[src/rtl/ball_pkg.sv]
// Shared types and HID keycodes for the ball motion scheduler.
package ball_pkg;

  typedef enum logic [2:0] {
    IDLE  = 3'd0,
    UP    = 3'd1,
    DOWN  = 3'd2,
    LEFT  = 3'd3,
    RIGHT = 3'd4
  } dir_t;

  localparam logic [7:0] KC_UP    = 8'h1A;
  localparam logic [7:0] KC_DOWN  = 8'h16;
  localparam logic [7:0] KC_LEFT  = 8'h04;
  localparam logic [7:0] KC_RIGHT = 8'h07;
  localparam logic [7:0] KC_SPACE = 8'h2C;

  // Bit positions inside the present/prev key vectors.
  localparam int P_UP    = 3;
  localparam int P_DOWN  = 2;
  localparam int P_LEFT  = 1;
  localparam int P_RIGHT = 0;

endpackage

[src/rtl/key_scan.sv]
// Combinational scan of the four HID slots into a direction-key vector and a SPACE flag.
module key_scan
  import ball_pkg::*;
(
  input  logic [7:0] keycode0,
  input  logic [7:0] keycode1,
  input  logic [7:0] keycode2,
  input  logic [7:0] keycode3,
  output logic [3:0] present,
  output logic       space_present
);

  logic [7:0] slots [4];

  assign slots[0] = keycode0;
  assign slots[1] = keycode1;
  assign slots[2] = keycode2;
  assign slots[3] = keycode3;

  // OR across slots, so duplicates count once and unknown codes fall through.
  always_comb begin
    present       = '0;
    space_present = 1'b0;
    for (int i = 0; i < 4; i++) begin
      present[P_UP]    = present[P_UP]    | (slots[i] == KC_UP);
      present[P_DOWN]  = present[P_DOWN]  | (slots[i] == KC_DOWN);
      present[P_LEFT]  = present[P_LEFT]  | (slots[i] == KC_LEFT);
      present[P_RIGHT] = present[P_RIGHT] | (slots[i] == KC_RIGHT);
      space_present    = space_present    | (slots[i] == KC_SPACE);
    end
  end

endmodule

[src/rtl/ball_motion_sched.sv]
// Per-frame motion scheduler: key press -> direction, pause toggle, hold-to-accelerate step.
// Optional build macro NO_REVERSE_EN drops presses of the key opposite the current direction.
module ball_motion_sched
  import ball_pkg::*;
#(
  parameter logic [9:0] MAX_STEP    = 10'd4,
  parameter logic [7:0] RAMP_FRAMES = 8'd30
) (
  input  logic       frame_clk,
  input  logic       Reset,
  input  logic [7:0] keycode0,
  input  logic [7:0] keycode1,
  input  logic [7:0] keycode2,
  input  logic [7:0] keycode3,
  output logic [9:0] step_x,
  output logic [9:0] step_y,
  output logic [2:0] dir,
  output logic       paused
);

  logic [3:0] present;
  logic       space_present;
  logic [3:0] new_press;
  logic [3:0] cand;

  dir_t       dir_q, dir_d;
  logic [3:0] prev_q, prev_d;
  logic       prev_space_q, prev_space_d;
  logic       paused_q, paused_d;
  logic [9:0] step_q, step_d;
  logic [7:0] hold_q, hold_d;
  logic [9:0] step_x_q, step_x_d;
  logic [9:0] step_y_q, step_y_d;
  logic [9:0] neg_step;

  key_scan u_key_scan (
    .keycode0      (keycode0),
    .keycode1      (keycode1),
    .keycode2      (keycode2),
    .keycode3      (keycode3),
    .present       (present),
    .space_present (space_present)
  );

  function automatic logic dir_present(input dir_t d, input logic [3:0] p);
    case (d)
      UP:      dir_present = p[P_UP];
      DOWN:    dir_present = p[P_DOWN];
      LEFT:    dir_present = p[P_LEFT];
      RIGHT:   dir_present = p[P_RIGHT];
      default: dir_present = 1'b0;
    endcase
  endfunction

`ifdef NO_REVERSE_EN
  function automatic logic [3:0] reverse_mask(input dir_t d);
    reverse_mask = '0;
    case (d)
      UP:      reverse_mask[P_DOWN]  = 1'b1;
      DOWN:    reverse_mask[P_UP]    = 1'b1;
      LEFT:    reverse_mask[P_RIGHT] = 1'b1;
      RIGHT:   reverse_mask[P_LEFT]  = 1'b1;
      default: reverse_mask = '0;
    endcase
  endfunction
`endif

  always_ff @(posedge frame_clk) begin
    if (Reset) begin
      dir_q        <= IDLE;
      prev_q       <= '0;
      prev_space_q <= 1'b0;
      paused_q     <= 1'b0;
      step_q       <= 10'd1;
      hold_q       <= '0;
      step_x_q     <= '0;
      step_y_q     <= '0;
    end else begin
      dir_q        <= dir_d;
      prev_q       <= prev_d;
      prev_space_q <= prev_space_d;
      paused_q     <= paused_d;
      step_q       <= step_d;
      hold_q       <= hold_d;
      step_x_q     <= step_x_d;
      step_y_q     <= step_y_d;
    end
  end

  // Direction next-state: highest-priority freshly pressed key wins, otherwise hold.
  always_comb begin
    new_press = present & ~prev_q;
`ifdef NO_REVERSE_EN
    cand = new_press & ~reverse_mask(dir_q);
`else
    cand = new_press;
`endif
    dir_d = dir_q;
    if (cand[P_UP])         dir_d = UP;
    else if (cand[P_DOWN])  dir_d = DOWN;
    else if (cand[P_LEFT])  dir_d = LEFT;
    else if (cand[P_RIGHT]) dir_d = RIGHT;
  end

  // Pause toggle and ramp; the ramp is frozen whenever this frame ends up paused.
  always_comb begin
    prev_d       = present;
    prev_space_d = space_present;
    paused_d     = paused_q ^ (space_present & ~prev_space_q);
    step_d       = step_q;
    hold_d       = hold_q;
    if (!paused_d) begin
      if (dir_d != dir_q) begin
        step_d = 10'd1;
        hold_d = '0;
      end else if (dir_present(dir_d, present)) begin
        if (hold_q == RAMP_FRAMES - 8'd1) begin
          hold_d = '0;
          if (step_q < MAX_STEP) step_d = step_q + 10'd1;
        end else begin
          hold_d = hold_q + 8'd1;
        end
      end else begin
        step_d = 10'd1;
        hold_d = '0;
      end
    end
  end

  always_comb begin
    neg_step = ~step_d + 10'd1;
    step_x_d = '0;
    step_y_d = '0;
    if (!paused_d) begin
      case (dir_d)
        UP:      step_y_d = neg_step;
        DOWN:    step_y_d = step_d;
        LEFT:    step_x_d = neg_step;
        RIGHT:   step_x_d = step_d;
        default: begin
          step_x_d = '0;
          step_y_d = '0;
        end
      endcase
    end
  end

  assign step_x = step_x_q;
  assign step_y = step_y_q;
  assign dir    = dir_q;
  assign paused = paused_q;

endmodule

[config.mk]
export PLATFORM = sky130hd
export DESIGN_NAME = ball_motion_sched
export DESIGN_NICKNAME = d
export VERILOG_FILES = /design/src/rtl/ball_pkg.sv /design/src/rtl/key_scan.sv /design/src/rtl/ball_motion_sched.sv
export SDC_FILE = /design/constraint.sdc
export NUM_CORES = 1
export LEC_CHECK = 0
export ABC_AREA = 1
export CORE_MARGIN = 4
export CORE_UTILIZATION = 48
export DETAILED_ROUTE_END_ITERATION = 16
export PLACE_DENSITY = 0.78
export SYNTH_ARGS = -nofsm -noshare
export SYNTH_HDL_FRONTEND = slang
export SYNTH_SLANG_ARGS = --single-unit
[constraint.sdc]
create_clock -name frame_clk -period 2.5 [get_ports frame_clk]
set_clock_uncertainty 0.2 [all_clocks]
set_input_delay 0.375 -clock frame_clk [delete_from_list [all_inputs] [get_ports frame_clk]]
set_output_delay 0.375 -clock frame_clk [all_outputs]
set_load 0.02 [all_outputs]
==> out/metrics.yaml, run 1 <==
outcome:
  status: "finished with violations"
  violations: "negative setup slack"
placed_design:
  dp.cells: 676
  hpwl_mm: 6.658
  gp_congestion: 0.9262
  portBuffers: 57
  place_ws_ns: -0.9148
sta:
  max_slew.worst_pin.slew_ns: 0.4733
  finalCritPeriodShare: 1.230
  finalWorstSetupSlack_ns: -0.5761
  fmax_mhz: 325.1
  slew_viol_final: 0
  hold_violations: 0
  relSlewSlack: 0.6815
  layout_min_cycle_time_ns: 3.076
  finalSetupViolCount: 37
  rsz0062_at_grt: "true"
  fin_tns_setup_ns: -11.08
worst_setup_path:
  critPathLaunch: "keycode3[6]"
  critPathMaxStageDelay_ns: 0.26
  cp_max_fo: 7
  critical_path.endpoint_type: "register"
  crit_path_start_kind: "primary input"
  arrival_ns: 3.12
  worstRegToRegCells: 17
  timing.rr.start: "prev_q[0]"
  crit_path_frequent_cell: "nand2_2"
  critical_path_class: "primary input to register"
  required_ns: 2.55
  crit_path_top_delay_cell: "nand4_1"
  path_cells: "buf_6 -> nor2_4 -> nand2_2 -> nor2_4 -> nor2_4 -> nand2_2 -> nand2_4 -> nand2_4 -> nand3_4 -> nand2_4 -> inv_4 -> nand4_1 -> nand2_4 -> nor2_8 -> nor2_1 -> nor2_2 -> nand2_2 -> nor2_4 -> nand2_2 -> nand2_2 -> nand3_1 -> a21oi_1"
detailed_routing:
  drtIter0Drc: 235
  wl_per_cell_um: 16.85
  ant_nets: 0
  first_pass_iters: 5
  route.detailed.drc: 0
  routed_via_density: 5.628
  totalWireLength_mm: 12.18
  vias: 4069
floorplan:
  rows: 28
  io_pins: 58
  fp.dieH_um: 88.16
  start_util: 0.5089
  die_area_um2: 7772
  core_um2: 6061
  die_w_um: 88.16
synth:
  synth-seq-cells: 47
  syn_nets: 520
  yosysTopAreaCell: "dfxtp_1"
  synth_area_um2: 3084
  yosysMostFrequentCell: "nand2_1"
  synth_area_leaders: "dfxtp_1 (31%), nand2_1 (13%), nor2_1 (10%)"
  yosysUniqueCellTypes: 36
  yosysSeqAreaShare: 0.3051
  synth_ff_type: "dfxtp_1"
  async_reset_ff_frac: 0
  yosys_warnings: 0
  syn_inst: 482
  synth_commonest_cells: "nand2_1 (106), nor2_1 (86), inv_1 (66), dfxtp_1 (47), nand3_1 (26)"
  synth_edf_count: 0
  avgSynthCellArea_um2: 6.399
  synth_top_area_share: 0.3051
clock_tree:
  clk_pin_slew_ns: 0.09
  cts_root_buf: "clkbuf_8"
  clk_path_buf_depth: 2
  numCtsBuffers: 5
  cts_tree: "built"
  worstSkewPairLatency_ns: 0.31
  clkSinkCount: 47
  htree_levels: 2
cells_and_area:
  num_antenna_cells: 0
  final_cells: 723
  utilization: 0.8357
  nets: 685
  area_delta_synth_final_pct: 64.22
  drive_above_1_share: 0.4738
min_path:
  holdCritPathClass: "register to register"
  hp-start: "hold_q[6]"
  hold_depth: 2
global_routing:
  gr-total-overflow: 0
  grt_max_degree: 21
  grt_pass1_vias: 3882
  grt_pass1_wl_mm: 16.84
  grt_use_total: 0.2741
  antenna_found_initial: 0
power:
  p_leak_nw: 2.206
  power_density_nw_per_um2: 316.6
  p_total_mw: 1.604
  ir_drop_mv: 0.3221
job:
  maxCapViolCount: 0
==> cell type report <==
type / count / area [µm²]
Clock buffer: 7 / 86.33
Clock inverter: 1 / 8.758
Fill cell: 337 / 996.0
Inverter: 79 / 299.0
Multi-Input combinational cell: 350 / 2317
Sequential cell: 47 / 940.9
Tap cell: 75 / 93.84
Timing Repair Buffer: 164 / 1319
==> worst paths after layout <==
| check | endpoint | slack, ns |
|---|---|---|
| max reg2reg | step_x[9] | -0.28 |
| max | step_x[9] | -0.58 |
| min | hold_q[6] | 0.30 |
| min reg2reg | hold_q[6] | 0.30 |
==> registers in the layout (all words and copies together), names as in the netlist <==
name          cells
step_x           10
paused            1
dir               3
step_q           10
prev_space_q      1
hold_q            8
prev_q            4
step_y           10
==> routing by layer <==
layer / vias up / track usage / part of all wire
li1: 1832 / - / -
met3: 89 / 0.05644 / 0.079
met1: 1900 / 0.2927 / 0.35
met5: - / 0 / 0
met2: 248 / 0.5031 / 0.50
met4: 0 / 0.1429 / 0.065
==> logic make-up after synthesis <==
group	share of synthesized area
and+or+nand+nor	0.4799
adders and majority gates	0.01623
xor gates and xnor gates	0.02272
AOI/OAI and AO/OA	0.07099
DFF	0.3051
buffers and inverters	0.1051
==> repair_timing <==
item	CTS	global route
cloned	0	0
gates resized for setup	216	63
buffers inserted	22	17
hold buffers	0	0
setup endpoints to repair	38	30
pin swaps	68	51
==> through the flow <==
| step | area [µm²] | hold WS [ns] |
|---|---|---|
| 5_1_grt | 5065 | 0.3251 |
| 3_5_place_dp | 4277 | 0.2925 |
| 2_1_floorplan | 3127 | 0.2654 |
| 6_report | 5065 | 0.3012 |
| 3_3_place_gp | 4277 | 0.2880 |
| 4_1_cts | 4687 | 0.3067 |
==> where the power goes <==
group / switching (mW) / total (mW) / internal, mW
logic: 0.193 / 0.348 / 0.155
clock network: 0.266 / 0.493 / 0.227
registers: 0.00531 / 0.763 / 0.757
==> critical path, delay by kind of cell <==
kind	cells	cell delay, ns
AOI/OAI and AO/OA	1	0.13
and+or+nand+nor	19	2.45
buffers and inverters	2	0.15
==> layout by cell type (no fill, tap or decap), drive strengths merged, types with 2 or more instances in the layout <==
| cell type | instances |
|---|---|
| nand4 | 16 |
| clkdlybuf4s50 | 25 |
| nor4 | 3 |
| ha | 4 |
| o21ai | 6 |
| dfxtp | 47 |
| nor2 | 105 |
| inv | 79 |
| nor3 | 9 |
| a21oi | 24 |
| xor2 | 7 |
| clkbuf | 7 |
| nand3 | 32 |
| or2 | 2 |
| nand2 | 130 |
| o22ai | 5 |
| buf | 139 |
(Power assumes the default switching activity.)
==> inputs of run 2 (changes only) <==
--- a/config.mk
+++ b/config.mk
@@ -7,9 +7,9 @@
 export LEC_CHECK = 0
 export ABC_AREA = 1
 export CORE_MARGIN = 4
-export CORE_UTILIZATION = 48
+export CORE_UTILIZATION = 45
 export DETAILED_ROUTE_END_ITERATION = 16
-export PLACE_DENSITY = 0.78
+export PLACE_DENSITY = 0.74
 export SYNTH_ARGS = -nofsm -noshare
 export SYNTH_HDL_FRONTEND = slang
 export SYNTH_SLANG_ARGS = --single-unit
==> out/metrics.yaml, run 2 (same netlist as run 1, synthesis figures left out) <==
global_routing:
  gr-total-overflow: 0  # unchanged
  grt_use_total: 0.2077  # -0.06644
  grt_pass1_wl_mm: 14.39  # -15%
  antenna_found_initial: 0  # unchanged
  grt_max_degree: 21  # unchanged
  grt_pass1_vias: 3323  # -14%
cells_and_area:
  fill_cells: 481  # +43%
  final_common_cell: "nand2_1"
  num_antenna_cells: 0  # unchanged
  drive_above_1_share: 0.4245  # -0.04928
  seqCellArea_um2: 943.4  # +0.27%
  nets: 666  # -2.8%
  multi_input_area_um2: 2207  # -4.8%
  layout_common_cells: "nand2_1 (90), buf_4 (86), nor2_1 (67), inv_1 (50), dfxtp_1 (45)"
  area_delta_synth_final_pct: 54.85
sta:
  finalCritPeriodShare: 1.099  # -0.1313
  max_slew.worst_pin.slew_ns: 0.4293  # -0.04406 ns
  slew_viol_final: 0  # unchanged
  layout_min_cycle_time_ns: 2.748  # -0.3282 ns
  holdWs_ns: 0.3493  # +0.04808 ns
  finalWorstSetupSlack_ns: -0.2479  # +0.3282 ns
  fin_tns_setup_ns: -3.184  # +7.895 ns
  finalSetupViolCount: 16  # -57%
  hold_violations: 0  # unchanged
  fmax_mhz: 363.9  # +12%
  relSlewSlack: 0.7112  # +0.02965
  rsz0062_at_grt: "true"
floorplan:
  io_pins: 58  # unchanged
  start_util: 0.4749  # -0.03402
  die_area_um2: 8242  # +6.0%
  rows: 29  # +3.6%
  fp.dieH_um: 90.79  # +3.0%
  core_um2: 6495  # +7.2%
  die_w_um: 90.79  # +3.0%
clock_tree:
  cts_tree: "built"
  clkSinkCount: 47  # unchanged
  clk_path_buf_depth: 2  # unchanged
  cts_root_buf: "clkbuf_8"
  worstSkewPairLatency_ns: 0.31  # about the same
  numCtsBuffers: 5  # unchanged
  clk_pin_slew_ns: 0.09  # about the same
  htree_levels: 2  # unchanged
detailed_routing:
  vias: 3534  # -13%
  routed_via_density: 5.006  # -11%
  ant_nets: 0  # unchanged
  first_pass_iters: 4  # -1
  route.detailed.drc: 0  # unchanged
  wl_per_cell_um: 12.55  # -25%
  drtIter0Drc: 144  # -39%
  totalWireLength_mm: 8.862  # -27%
worst_setup_path:
  timing.rr.start: "hold_q[1]"
  cp_max_fo: 5  # -2
  critPathLaunch: "keycode3[7]"
  required_ns: 2.54  # about the same
  reg2reg_slack_ns: -0.06  # +0.22 ns
  arrival_ns: 2.79  # -0.33 ns
  crit_path_start_kind: "primary input"
  critical_path.endpoint_type: "register"
  reg2reg_to: "step_y[2]"
  worstRegToRegCells: 16  # -1
  critical_path_class: "primary input to register"
  cp-endpoint: "step_x[7]"
outcome:
  status: "finished with violations"
  violations: "negative setup slack"
power:
  power_density_nw_per_um2: 343.1  # +8.4%
  p_leak_nw: 2.098  # -4.9%
  ir_drop_mv: 0.2546  # -21%
job:
  maxCapViolCount: 0  # unchanged
placed_design:
  portBuffers: 57  # unchanged
  gp_congestion: 0.8896  # -4.0%
  hpwl_mm: 6.224  # -6.5%
min_path:
  holdCritPathClass: "primary input to register"
[run 2: repair_timing]
item / CTS / global route
hold buffers: 0 / 0
setup buffers: 17 / 12
pin swaps: 64 / 55
setup endpoints to repair: 38 / 26
gates resized for setup: 190 / 43
[run 2: final cells by class]
type / count / area share
multi-input cells: 350 / 0.4621
repair buffers: 145 / 0.2329
clock buffers: 5 / 0.01441
clock inverters: 3 / 0.009693
flip-flops and latches: 47 / 0.1975
well taps: 77 / 0.02017
inverters: 79 / 0.06314
[run 2: worst max-delay path, cell delays in order]
cell and delay, ns:
buf_6 0.09, nor2_4 0.15, inv_2 0.05, nor2_2 0.12
nand2_1 0.07, nand2_2 0.12, nor2_4 0.06, nor2_4 0.13
nor2_1 0.08, nand2_1 0.10, inv_2 0.06, nor2_4 0.12
nand3_2 0.11, nand2_4 0.11, inv_2 0.05, nand2_4 0.10
nand2_4 0.06, nand2_4 0.09, buf_12 0.10, nand3_4 0.07
nor2_4 0.18, nand2_1 0.07, nand2_1 0.09, nand3_1 0.08
a21oi_1 0.13
[run 2: how the worst min path moves through the flow]
| stage | start | endpoint | depth (start not counted) | slack (ns) |
|---|---|---|---|---|
| after floorplan | hold_q[0] | hold_q[0] | 1 | 0.27 |
| after detailed placement | hold_q[2] | hold_q[2] | 2 | 0.31 |
| after global placement | hold_q[2] | hold_q[2] | 2 | 0.28 |
| after global routing | keycode3[6] | prev_q[3] | 6 | 0.37 |
| final | keycode3[6] | prev_q[3] | 6 | 0.35 |
| after CTS | keycode3[7] | prev_q[3] | 6 | 0.33 |
[run 2: routing by layer]
metal  vias to the layer above  track usage  wire length, µm
met2                        87       0.3675             4645
li1                       1802            -                -
met3                         8      0.03583              355
met5                         -            0                0
met1                      1637       0.2573             3774
met4                         0      0.06030               85
[run 2: power breakdown]
part | leakage (nW) | switching (mW) | internal (mW) | total, mW
clock network | 0.0548 | 0.275 | 0.301 | 0.577
registers | 0.380 | 0.00572 | 0.758 | 0.763
logic | 1.66 | 0.168 | 0.131 | 0.298
total | 2.10 | 0.449 | 1.19 | 1.64
[run 2: through the flow]
step                      instance area, µm²  setup slack, ns  std cells  power (mW)    util
after floorplan                         3127          -0.1660        482      0.9033       -
after global placement                  4239          -0.8523        671       1.028  0.6527
after detailed placement                4239          -0.9195        671       1.034  0.6527
after CTS                               4539          -0.1141        696       1.618  0.6989
after global routing                    4776          -0.4020        706       1.707  0.7353
final                                   4776          -0.2479        706       1.639  0.7353
==> inputs of run 3 (changes only) <==
--- a/config.mk
+++ b/config.mk
@@ -6,6 +6,7 @@
 export NUM_CORES = 1
 export LEC_CHECK = 0
 export ABC_AREA = 1
+export CAP_MARGIN = 20
 export CORE_MARGIN = 4
 export CORE_UTILIZATION = 45
 export DETAILED_ROUTE_END_ITERATION = 16
==> results of run 3 <==
Final layout, timing and power as in run 2 (identical DEF).
